===== src/rtl/xnur_pkg.sv =====
// Shared types and the per-bit operator for the xnur_pipe block.
// Imported by the RTL; the operator is bit-granular so any WIDTH can reuse it.
package xnur_pkg;

    typedef enum logic [1:0] {
        XNUR_XNOR   = 2'b00,
        XNUR_XOR    = 2'b01,
        XNUR_PASS_A = 2'b10,
        XNUR_NOR    = 2'b11
    } xnur_mode_e;

    localparam int XNUR_MODE_W = 2;

    function automatic logic xnur_op(input xnur_mode_e mode, input logic a, input logic b);
        logic r;
        case (mode)
            XNUR_XNOR:   r = ~(a ^ b);
            XNUR_XOR:    r = a ^ b;
            XNUR_PASS_A: r = a;
            XNUR_NOR:    r = ~(a | b);
            default:     r = 1'b0;
        endcase
        return r;
    endfunction

endpackage


===== src/rtl/xnur_pipe_if.sv =====
// Operand/result bus of xnur_pipe: input and output valid/ready channels plus
// the match counter side-band. master = producer/consumer side, slave = the pipe.
interface xnur_pipe_if #(
    parameter int WIDTH = 8,
    parameter int CNT_W = 16
);
    // Both channels: a word moves on a rising clk edge where valid & ready are 1;
    // the source keeps valid and its data stable until that edge, and ready may
    // depend combinationally on the downstream ready.
    logic             in_valid;
    logic             in_ready;
    logic [WIDTH-1:0] a;
    logic [WIDTH-1:0] b;
    logic [1:0]       mode;
    logic             out_valid;
    logic             out_ready;
    logic [WIDTH-1:0] y;
    logic             all_eq;
    logic             cnt_clr;
    logic [CNT_W-1:0] match_cnt;

    modport master (
        output in_valid, a, b, mode, out_ready, cnt_clr,
        input  in_ready, out_valid, y, all_eq, match_cnt
    );

    modport slave (
        input  in_valid, a, b, mode, out_ready, cnt_clr,
        output in_ready, out_valid, y, all_eq, match_cnt
    );
endinterface


===== src/rtl/xnur_pipe_slice.sv =====
// Generic one-entry valid/ready register slice with full throughput:
// it accepts a new word in the same cycle its held word is taken downstream.
module xnur_pipe_slice #(
    parameter int PAYLOAD_W = 8
) (
    input  logic                 clk,
    input  logic                 rst_n,
    input  logic                 i_valid,
    output logic                 o_ready,
    input  logic [PAYLOAD_W-1:0] i_data,
    output logic                 o_valid,
    input  logic                 i_ready,
    output logic [PAYLOAD_W-1:0] o_data
);
    logic                 r_valid;
    logic [PAYLOAD_W-1:0] r_data;

    assign o_ready = !r_valid || i_ready;
    assign o_valid = r_valid;
    assign o_data  = r_data;

    always_ff @(posedge clk or negedge rst_n) begin
        if (!rst_n) begin
            r_valid <= 1'b0;
            r_data  <= '0;
        end else if (o_ready) begin
            r_valid <= i_valid;
            if (i_valid) begin
                r_data <= i_data;
            end
        end
    end
endmodule


===== src/rtl/xnur_pipe.sv =====
// Two-stage registered XNOR/XOR/PASS/NOR pipe with whole-word equality flag.
// Optional saturating match counter enabled by defining XNUR_MATCH_CNT_EN.
module xnur_pipe
    import xnur_pkg::*;
#(
    parameter int WIDTH = 8,
    parameter int CNT_W = 16
) (
    input  logic        clk,
    input  logic        rst_n,
    xnur_pipe_if.slave  bus
);
    localparam int S1_W = 2 * WIDTH + XNUR_MODE_W;
    localparam int S2_W = WIDTH + 1;

    logic [WIDTH-1:0] w_both;
    logic [S1_W-1:0]  w_s1_in;
    logic [S1_W-1:0]  w_s1_data;
    logic             w_s1_valid;
    logic             w_s2_ready;
    logic [WIDTH-1:0] w_hold_a;
    logic [WIDTH-1:0] w_hold_b;
    logic [1:0]       w_mode;
    logic [WIDTH-1:0] w_y_d;
    logic             w_eq_d;

    // Positions where both operands are 1 are cleared before anything else.
    assign w_both  = bus.a & bus.b;
    assign w_s1_in = {bus.mode, bus.a & ~w_both, bus.b & ~w_both};

    xnur_pipe_slice #(.PAYLOAD_W(S1_W)) u_s1 (
        .clk     (clk),
        .rst_n   (rst_n),
        .i_valid (bus.in_valid),
        .o_ready (bus.in_ready),
        .i_data  (w_s1_in),
        .o_valid (w_s1_valid),
        .i_ready (w_s2_ready),
        .o_data  (w_s1_data)
    );

    assign {w_mode, w_hold_a, w_hold_b} = w_s1_data;

    for (genvar i = 0; i < WIDTH; i++) begin : g_op
        assign w_y_d[i] = xnur_op(xnur_mode_e'(w_mode), w_hold_a[i], w_hold_b[i]);
    end

    assign w_eq_d = &(w_hold_a ~^ w_hold_b);

    xnur_pipe_slice #(.PAYLOAD_W(S2_W)) u_s2 (
        .clk     (clk),
        .rst_n   (rst_n),
        .i_valid (w_s1_valid),
        .o_ready (w_s2_ready),
        .i_data  ({w_eq_d, w_y_d}),
        .o_valid (bus.out_valid),
        .i_ready (bus.out_ready),
        .o_data  ({bus.all_eq, bus.y})
    );

`ifdef XNUR_MATCH_CNT_EN
    logic [CNT_W-1:0] r_match_cnt;

    // Clear wins over a same-cycle increment; the count sticks at all-ones.
    always_ff @(posedge clk or negedge rst_n) begin
        if (!rst_n) begin
            r_match_cnt <= '0;
        end else if (bus.cnt_clr) begin
            r_match_cnt <= '0;
        end else if (bus.out_valid && bus.out_ready && bus.all_eq && (r_match_cnt != '1)) begin
            r_match_cnt <= r_match_cnt + CNT_W'(1);
        end
    end

    assign bus.match_cnt = r_match_cnt;
`else
    logic w_unused_cnt_clr;
    assign w_unused_cnt_clr = bus.cnt_clr;
    assign bus.match_cnt    = '0;
`endif
endmodule


===== src/flat_wrapper.sv =====
// flat-port wrapper written by rule: the top's interface ports become plain ports
module xnur_pipe_flat import xnur_pkg::*;
#(
    parameter int WIDTH = 8,
    parameter int CNT_W = 16
)
  (clk, rst_n, bus_in_valid, bus_a, bus_b, bus_mode, bus_out_ready, bus_cnt_clr, bus_in_ready, bus_out_valid, bus_y, bus_all_eq, bus_match_cnt);
  xnur_pipe_if #(.WIDTH(WIDTH), .CNT_W(CNT_W)) bus_i ();
  input  logic clk;
  input  logic rst_n;
  input wire logic [$bits(bus_i.in_valid)-1:0] bus_in_valid;
  input wire logic [$bits(bus_i.a)-1:0] bus_a;
  input wire logic [$bits(bus_i.b)-1:0] bus_b;
  input wire logic [$bits(bus_i.mode)-1:0] bus_mode;
  input wire logic [$bits(bus_i.out_ready)-1:0] bus_out_ready;
  input wire logic [$bits(bus_i.cnt_clr)-1:0] bus_cnt_clr;
  output wire logic [$bits(bus_i.in_ready)-1:0] bus_in_ready;
  output wire logic [$bits(bus_i.out_valid)-1:0] bus_out_valid;
  output wire logic [$bits(bus_i.y)-1:0] bus_y;
  output wire logic [$bits(bus_i.all_eq)-1:0] bus_all_eq;
  output wire logic [$bits(bus_i.match_cnt)-1:0] bus_match_cnt;
  assign bus_i.in_valid = bus_in_valid;
  assign bus_i.a = bus_a;
  assign bus_i.b = bus_b;
  assign bus_i.mode = bus_mode;
  assign bus_i.out_ready = bus_out_ready;
  assign bus_i.cnt_clr = bus_cnt_clr;
  assign bus_in_ready = bus_i.in_ready;
  assign bus_out_valid = bus_i.out_valid;
  assign bus_y = bus_i.y;
  assign bus_all_eq = bus_i.all_eq;
  assign bus_match_cnt = bus_i.match_cnt;
  xnur_pipe #(.WIDTH(WIDTH), .CNT_W(CNT_W)) u_core (.clk(clk), .rst_n(rst_n), .bus(bus_i));
endmodule

===== config.mk =====
export PLATFORM = sky130hd
export DESIGN_NAME = xnur_pipe_flat
export DESIGN_NICKNAME = d
export VERILOG_FILES = /design/src/rtl/xnur_pkg.sv /design/src/rtl/xnur_pipe_if.sv /design/src/rtl/xnur_pipe_slice.sv /design/src/rtl/xnur_pipe.sv /design/src/flat_wrapper.sv
export SDC_FILE = /design/constraint.sdc
export NUM_CORES = 1
export LEC_CHECK = 0
export CAP_MARGIN = 20
export CELL_PAD_IN_SITES_DETAIL_PLACEMENT = 0
export CELL_PAD_IN_SITES_GLOBAL_PLACEMENT = 2
export CORE_ASPECT_RATIO = 0.75
export CORE_UTILIZATION = 32
export CTS_CLUSTER_SIZE = 24
export DETAILED_ROUTE_END_ITERATION = 10
export HOLD_SLACK_MARGIN = 0.06
export PLACE_DENSITY_LB_ADDON = 0.3
export SLEW_MARGIN = 30
export SYNTH_ARGS = -nofsm -noshare
export SYNTH_HDL_FRONTEND = slang
export SYNTH_SLANG_ARGS = --single-unit

===== constraint.sdc =====
create_clock -name clk -period 3.3 [get_ports clk]
set_input_delay 0.66 -clock clk [delete_from_list [all_inputs] [get_ports clk]]
set_output_delay 0.66 -clock clk [all_outputs]
set_load 0.05 [all_outputs]

==> flow_results.org, run 1 <==
** Status
- The run finished with clean final reports.

** Setup path
- Grouping stages by cell kind, the critical path spends the most delay in buffers and inverters.
- STA puts the critical path data arrival time at 2.16 ns.
- Crit path buffers/inverters :: 2
- Top fanout value on the critical path :: 3
- Traced cell by cell, the critical path runs through clkdlybuf4s50_1 -> nand3b_1 -> clkdlybuf4s50_1.
- The largest individual stage delay along the critical path comes from the cell sky130_fd_sc_hd__clkdlybuf4s50_1.
- For this run, the slowest stage of the critical path takes 0.83 ns.
- The worst setup path is launched from an input pin.
- The cell that appears most often on the critical path is sky130_fd_sc_hd__clkdlybuf4s50_1.
- Data on the critical path is required at its endpoint by 2.64 ns.
- Type of element capturing the critical path :: primary output
- Kind of critical path :: in -> out

** Detailed routing
- Vias per cell :: 4.239
- Average detailed-routed wire length per instance :: 11.92 um
- Count of nets left with antenna violations after detail routing :: 0
- After detailed routing, the total wire length is 3.088 mm.
- Drt first-iter violations :: 25
- In the routed design, unresolved DRC markers number 0.
- Vias after detailed routing :: 1098
- Router iterations before antenna repair :: 4

** Power and ir drop
- IR analysis of the VDD net gives a maximum drop of 0.3247 mV.
- Power density relative to cell area :: around 650 mW/mm2
- The analysis attributes to cell leakage a power of between 1 and 1.5 nW.

** STA
- Fmax :: between 300 and 400 MHz
- At the pin with the least slew margin, the transition time is between 0.8 and 0.9 ns.
- After layout, the minimum clock period comes to around 2.8 ns.
- The count of final hold-check violations is 0.
- Measured against its own limit, the worst slew margin works out to 41.00%.
- For the final database, setup skew stands at approximately 0.0032 ns.
- Adding up every negative setup slack in the final design gives 0 ns.
- The number of pins exceeding their max-slew limit in the final report is 0.
- Unrepaired setup endpoints after global routing :: no
- Final setup violation count :: 0
- Of the available clock period, the critical path in the final layout requires between 80% and 90%.

** Cells and area
- Layout net count :: 217
- The repair_antennas step left the layout with diodes totalling 0.
- Across the whole layout, storage elements account for 725.7 um2.
- Share of final-layout standard cells stronger than drive strength 1 :: 9.626%
- Area growth from synthesis to layout :: 21.44%
- For this run, the share of the core covered by cells in the final layout is a little over two fifths.
- Number of fill cells in the layout :: 496
- Footprint of the multi-input gates :: 838.3 um2

** Floorplanning
- The initial utilization of the core area, before any placement, comes to 34.56%.
- In this run the standard cell core region covers 0.005065 mm2.
- During I/O placement, the number of pins put on the boundary was 50.
- The die covers around 0.0058 mm2.
- Horizontal extent of the die :: 87.40 um
- Die outline height :: 66.05 um
- FP Rows :: 22

** GRT
- Entering global routing, the biggest net connects 30 pins.
- The number of global-route vias before repair came to 1153.
- The first global-routing pass estimated 4.961 mm of wire.
- The initial antenna violation count is 0.
- GRT Util Overall :: approximately an eighth
- Overflow left after global routing :: 0

** Clocking
- Clock latency of the later-clocked register in the worst-skew pair :: 0.27 ns
- Clock tree from TritonCTS :: done
- CTS Root Buffer Type :: sky130_fd_sc_hd__clkbuf_8
- Clock-pin slew was measured on the worst setup and hold paths at around 0.060 ns.
- Once the clock tree was built, the resizer swapped 0 gates to a different size.
- Number of sinks driven by the clock tree :: 29
- Hold buffer count at cts :: 0
- Number of setup buffers added after CTS :: 0
- TritonCTS created 5 clock buffers.
- CTS Buffer Depth :: 2
- Count of H-tree levels built during CTS :: 2

** Synthesis
- Number of library cell types mapped by synthesis :: 20
- Sequential-to-total area share from yosys stat :: 41.46%
- A synthesized cell averages 11.52 um2.
- The Yosys step of the flow raised 0 warnings.
- Counting every instance in the synthesized netlist gives 152.
- The mapped netlist covers 0.001750 mm2.
- #FFs+latches synth :: 29

** Hold path
- The path class of the tightest hold or removal check is reg -> reg.

** Placed design
- The wire-length estimate of the detail-placed layout is 2.298 mm.
- Routability cong. :: 0.6798
- I/O Buffers :: 32

** Flow run
- MaxCap Viol Count :: 0
## power breakdown
part	switching [mW]	internal (mW)	leakage, nW
clock network	0.121	0.149	0.0395
registers	0.0636	0.436	0.360
logic	0.361	0.243	0.631
total	0.546	0.828	1.03
## cells in the final DEF, fill, tap and decap left out
master / count
sky130_fd_sc_hd__and2_1: 1
sky130_fd_sc_hd__nor4_1: 2
sky130_fd_sc_hd__clkbuf_1: 3
sky130_fd_sc_hd__nand2b_1: 18
sky130_fd_sc_hd__inv_1: 17
sky130_fd_sc_hd__xor2_1: 8
sky130_fd_sc_hd__dfrtp_1: 29
sky130_fd_sc_hd__clkbuf_8: 5
sky130_fd_sc_hd__nand2_4: 1
sky130_fd_sc_hd__mux2i_1: 32
sky130_fd_sc_hd__nand4_1: 1
sky130_fd_sc_hd__nand3b_1: 1
sky130_fd_sc_hd__nand2b_4: 1
sky130_fd_sc_hd__o21ai_0: 1
sky130_fd_sc_hd__mux2_2: 10
sky130_fd_sc_hd__buf_4: 1
sky130_fd_sc_hd__conb_1: 16
sky130_fd_sc_hd__ha_1: 8
sky130_fd_sc_hd__clkdlybuf4s50_1: 32
## synth_stat cells
master | n | area, um2
sky130_fd_sc_hd__inv_1 | 17 | 63.81
sky130_fd_sc_hd__ha_1 | 8 | 100.1
sky130_fd_sc_hd__buf_12 | 1 | 20.02
sky130_fd_sc_hd__buf_8 | 1 | 15.01
sky130_fd_sc_hd__nor4_1 | 2 | 12.51
sky130_fd_sc_hd__buf_2 | 1 | 5.000
sky130_fd_sc_hd__nand3b_1 | 1 | 7.510
sky130_fd_sc_hd__nand2b_4 | 1 | 13.76
sky130_fd_sc_hd__mux2i_1 | 32 | 320.3
sky130_fd_sc_hd__conb_1 | 1 | 3.750
sky130_fd_sc_hd__nand2_4 | 1 | 11.26
sky130_fd_sc_hd__buf_6 | 1 | 11.26
sky130_fd_sc_hd__nand4_1 | 1 | 6.260
sky130_fd_sc_hd__o21ai_0 | 1 | 5.000
sky130_fd_sc_hd__dfrtp_1 | 29 | 725.7
sky130_fd_sc_hd__mux2_2 | 10 | 112.6
sky130_fd_sc_hd__buf_4 | 17 | 127.6
sky130_fd_sc_hd__and2_1 | 1 | 6.260
sky130_fd_sc_hd__xor2_1 | 8 | 70.07
sky130_fd_sc_hd__nand2b_1 | 18 | 112.6
## per-layer routing
layer / share of wire, % / routed length, um / up-vias / GRT usage [%]
met5: 0 / 0 / - / 0
met4: 0.81 / 25 / 0 / 3.689
met3: 5.6 / 173 / 5 / 3.745
met2: 49 / 1505 / 28 / 21.19
met1: 45 / 1385 / 533 / 13.05
li1: - / - / 532 / -
## through the flow
stage	instance area, um2	cells	setup WS, ns	total power [mW]	hold WS [ns]
2_1_floorplan	1807	167	1.189	0.9502	0.3644
3_3_place_gp	2046	251	0.4877	1.097	0.4910
3_5_place_dp	2046	251	0.4756	1.115	0.4997
4_1_cts	2126	259	0.4724	1.398	0.5213
5_1_grt	2126	259	0.4456	1.458	0.5378
6_report	2126	259	0.4842	1.373	0.5137
## final timing paths
check / startpoint / endpoint / slack, ns / depth (start not counted)
worst min register to register: u_core.u_s2.o_data[1]$_DFFE_PN0P_ / u_core.u_s2.o_data[1]$_DFFE_PN0P_ / 0.51 / 1
min in group asynchronous: rst_n / u_core.u_s1.o_data[3]$_DFFE_PN0P_ / 0.78 / 2
worst max register to register: u_core.u_s1.o_data[16]$_DFFE_PN0P_ / u_core.u_s2.o_data[0]$_DFFE_PN0P_ / 1.58 / 3
worst min-delay path: u_core.u_s2.o_data[1]$_DFFE_PN0P_ / u_core.u_s2.o_data[1]$_DFFE_PN0P_ / 0.51 / 1
worst max-delay path: bus_out_ready / bus_in_ready / 0.48 / 3
max in group asynchronous: rst_n / u_core.u_s2.o_data[1]$_DFFE_PN0P_ / 2.24 / 2
## final cells by class
cell class	instances	area share (%)
inverter	17	3.002
clock buffer	8	3.767
sequential	29	34.14
timing repair buffer	33	15.42
multi-input combinational	100	39.43
tap	72	4.238
## cell families after synthesis
logic type	synth area share, %
other	0.2142
and+or+nand+nor	9.722
muxes	24.73
adders and majority gates	5.719
buffers and inverters	13.87
DFF	41.46
AOI/OAI and AO/OA	0.2856
xor gates and xnor gates	4.003
## flip-flops by register name, summed over array words and instances (netlist names)
| signal | count |
|---|---|
| u_core.u_s1.o_data | 18 |
| u_core.u_s1.o_valid | 1 |
| u_core.u_s2.o_data | 9 |
| u_core.u_s2.o_valid | 1 |
Power figures use the tool's default switching activity.
==> run 2: changes to the inputs <==
--- a/config.mk
+++ b/config.mk
@@ -9,7 +9,7 @@
 export CELL_PAD_IN_SITES_DETAIL_PLACEMENT = 0
 export CELL_PAD_IN_SITES_GLOBAL_PLACEMENT = 2
 export CORE_ASPECT_RATIO = 0.75
-export CORE_UTILIZATION = 32
+export CORE_UTILIZATION = 30
 export CTS_CLUSTER_SIZE = 24
 export DETAILED_ROUTE_END_ITERATION = 10
 export HOLD_SLACK_MARGIN = 0.06
==> constraint.sdc (replaced) <==
create_clock -name clk -period 3.2 [get_ports clk]
set_input_delay 0.64 -clock clk [delete_from_list [all_inputs] [get_ports clk]]
set_output_delay 0.64 -clock clk [all_outputs]
set_load 0.05 [all_outputs]
==> run 2 against run 1 <==
Critical path depth is the same. Register-to-register slack worse by 0.05 ns. Critical endpoint unchanged. Critical path type unchanged. Sequential share of layout area shrank 0.40 points. Via count decreased by 2.9%. Non-clock buffer count unchanged. First-iteration DRC count decreased by 28%. Core utilization shrank 2.6 points. Sequential power up 3%. Combinational power up 3%. Global-route usage fell by 0.39 points.
==> flow_results.org, run 2 (synthesis gave the netlist of run 1 again) <==
** Cells and area
- Number of antenna diodes :: 0
- The library cells used most frequently in the layout, excluding fill and tap cells, are sky130_fd_sc_hd__mux2i_1, sky130_fd_sc_hd__clkdlybuf4s50_1, sky130_fd_sc_hd__dfrtp_1, sky130_fd_sc_hd__nand2b_1, sky130_fd_sc_hd__inv_1.
- Share of final-layout standard cells stronger than drive strength 1 :: 11.23%
- Number of flip-flops in the largest register :: 18
- At the end of the flow the core is filled with cells to 39.34%.
- Layout net count :: 217
- Area growth from synthesis to layout :: 22.87%

** Detailed routing
- After detailed routing, the number of vias per cell comes to 4.069.
- Router iterations before antenna repair :: 2
- The first routing iteration left 18 violations.
- In this run the remaining antenna-violating nets after routing total 0.
- Residual DRC :: 0
- Average detailed-routed wire length per instance :: 12.24 um
- The final layout contains routed wiring with a total length of 3.208 mm.
- For this block, the via count after detailed routing is 1066.

** Clocking
- CTS Root Buffer Type :: sky130_fd_sc_hd__clkbuf_8
- Clock latency of the later-clocked register in the worst-skew pair :: 0.28 ns
- The tree built by TritonCTS fans out to 29 sinks.
- TritonCTS built the clock tree.
- The number of hold buffers added after CTS was 0.
- Once the clock tree was built, the setup fixing pass inserted 0 buffers.
- In this run, CTS created clock tree buffers numbering 5.
- Gates resized during post-CTS repair numbered 0.
- Post-CTS clock slew at the launch and capture registers of the worst setup and hold paths :: around 0.070 ns
- Count of H-tree levels built during CTS :: 2
- No sink is reached through more buffers than the 2 on the longest clock path.

** GRT
- Initial antenna violation count :: 0
- The number of global-route vias before repair was about 1100.
- In the global route stage, overall resource usage came out at 11.32%.
- Global-route wire length before repair :: 5.202 mm
- Maximum number of pins on one net before global-route repair :: 30
- For this run the aggregate overflow at the end of global routing stands at 0.

** Status
- The run finished with clean final reports.

** STA
- The count of final hold-check violations was 0.
- The number of pins exceeding their max-slew limit in the final report was 0.
- Fmax :: 357.2 MHz
- Final clock period utilization by the worst path :: 87.47%
- Final setup violation count :: 0
- Setup repair after global routing left no endpoint under its margin.
- Largest clock skew in the final design :: slightly above 0.007 ns
- The smallest clock period supported by the final layout is computed as ~2.8 ns.
- Summed over all failing endpoints, the final setup total negative slack is 0 ns.
- Max-slew headroom :: 41.90%
- Worst Max-Slew Pin Slew :: about 0.87 ns

** Setup path
- Cell type with the highest occurrence count on the critical path :: sky130_fd_sc_hd__clkdlybuf4s50_1
- Longest individual stage delay on the worst path :: ~0.84 ns
- Type of element capturing the critical path :: primary output
- First element of the critical path :: bus_out_ready
- Critical-path top delay cell :: sky130_fd_sc_hd__clkdlybuf4s50_1
- Walking the worst path, the cells encountered are clkdlybuf4s50_1 -> nand3b_1 -> clkdlybuf4s50_1.
- STA puts the critical path data arrival time at 2.16 ns.
- The critical path is of the in -> out type.
- Top fanout value on the critical path :: 3
- Startpoint Class :: input pin
- Launch instance of the worst register-to-register path :: u_core.u_s1.o_data[16]$_DFFE_PN0P_
- Required time of the worst setup path :: 2.56 ns

** Power and ir drop
- IR drop worst, VDD :: between 0.2 and 0.3 mV
- Power spread over the standard cell area amounts to 684.8 mW/mm2.
- Leakage power total :: 1.045 nW

** Floorplanning
- Horizontal extent of the die :: around 90 um
- FP Rows :: 23
- Starting Density :: 32.01%
- The die is 68.15 um tall.
- Floorplan die area :: 0.006147 mm2
- Pin placement for this block handled 50 I/O pins.
- Core box area :: 0.005468 mm2

** Hold path
- The startpoint identified for the worst hold timing path is u_core.u_s2.o_data[0]$_DFFE_PN0P_.
- The path class of the tightest hold or removal check is reg -> reg.

** Placed design
- Once detailed placement completed, the half-perimeter wirelength came to 2.302 mm.
- Routability-driven placement finished with a final weighted congestion of 0.7029.
- During placement, the flow inserted port buffers numbering 32.

** Flow run
- MaxCap Viol Count :: 0
[run 2: power by group]
part	total, mW	leakage (nW)	internal (mW)	switching, mW
combinational	0.620	0.631	0.249	0.371
sequential	0.514	0.360	0.449	0.0652
clock	0.339	0.0542	0.194	0.145
total	1.47	1.04	0.892	0.581
[run 2: layout make-up]
| cell class | instances | area, um2 |
|---|---|---|
| clock buffers | 7 | 96.34 |
| clock inverters | 1 | 5.005 |
| fillers | 547 | 3317 |
| inverters | 17 | 63.81 |
| multi-input cells | 100 | 838.3 |
| flip-flops and latches | 29 | 725.7 |
| well taps | 75 | 93.84 |
| repair buffers | 33 | 327.8 |
[run 2: metal layers]
layer	global-route usage, %	wire length [um]
met3	4.444	196
met4	5.242	64
met2	19.37	1448
met5	0	0
met1	12.76	1500
[run 2: worst max-delay path: cells and delay by family]
family	cells	cell delay, ns
buffers and inverters	2	1.32
and+or+nand+nor	1	0.20
[run 2: worst paths after layout]
path / depth (start not counted) / slack (ns) / end
min in group asynchronous: 2 / 0.76 / u_core.u_s1.o_data[17]$_DFFE_PN0P_
min: 1 / 0.52 / u_core.u_s2.o_data[0]$_DFFE_PN0P_
max: 3 / 0.40 / bus_in_ready
max reg2reg: 3 / 1.53 / u_core.u_s2.o_data[0]$_DFFE_PN0P_
min reg2reg: 1 / 0.52 / u_core.u_s2.o_data[0]$_DFFE_PN0P_
max in group asynchronous: 2 / 2.16 / u_core.u_s2.o_data[7]$_DFFE_PN0P_
[run 2: per-stage QoR]
stage                     setup slack, ns  instances  instance area, um2  power [mW]  hold slack [ns]
after global placement             0.4322        254                2049       1.136           0.4971
after detailed placement           0.3962        254                2049       1.148           0.5001
final                              0.4008        262                2151       1.473           0.5150
after floorplan                     1.089        167                1807      0.9798           0.3444
after global routing               0.3134        262                2151       1.559           0.5367
after CTS                          0.3908        262                2151       1.492           0.5192
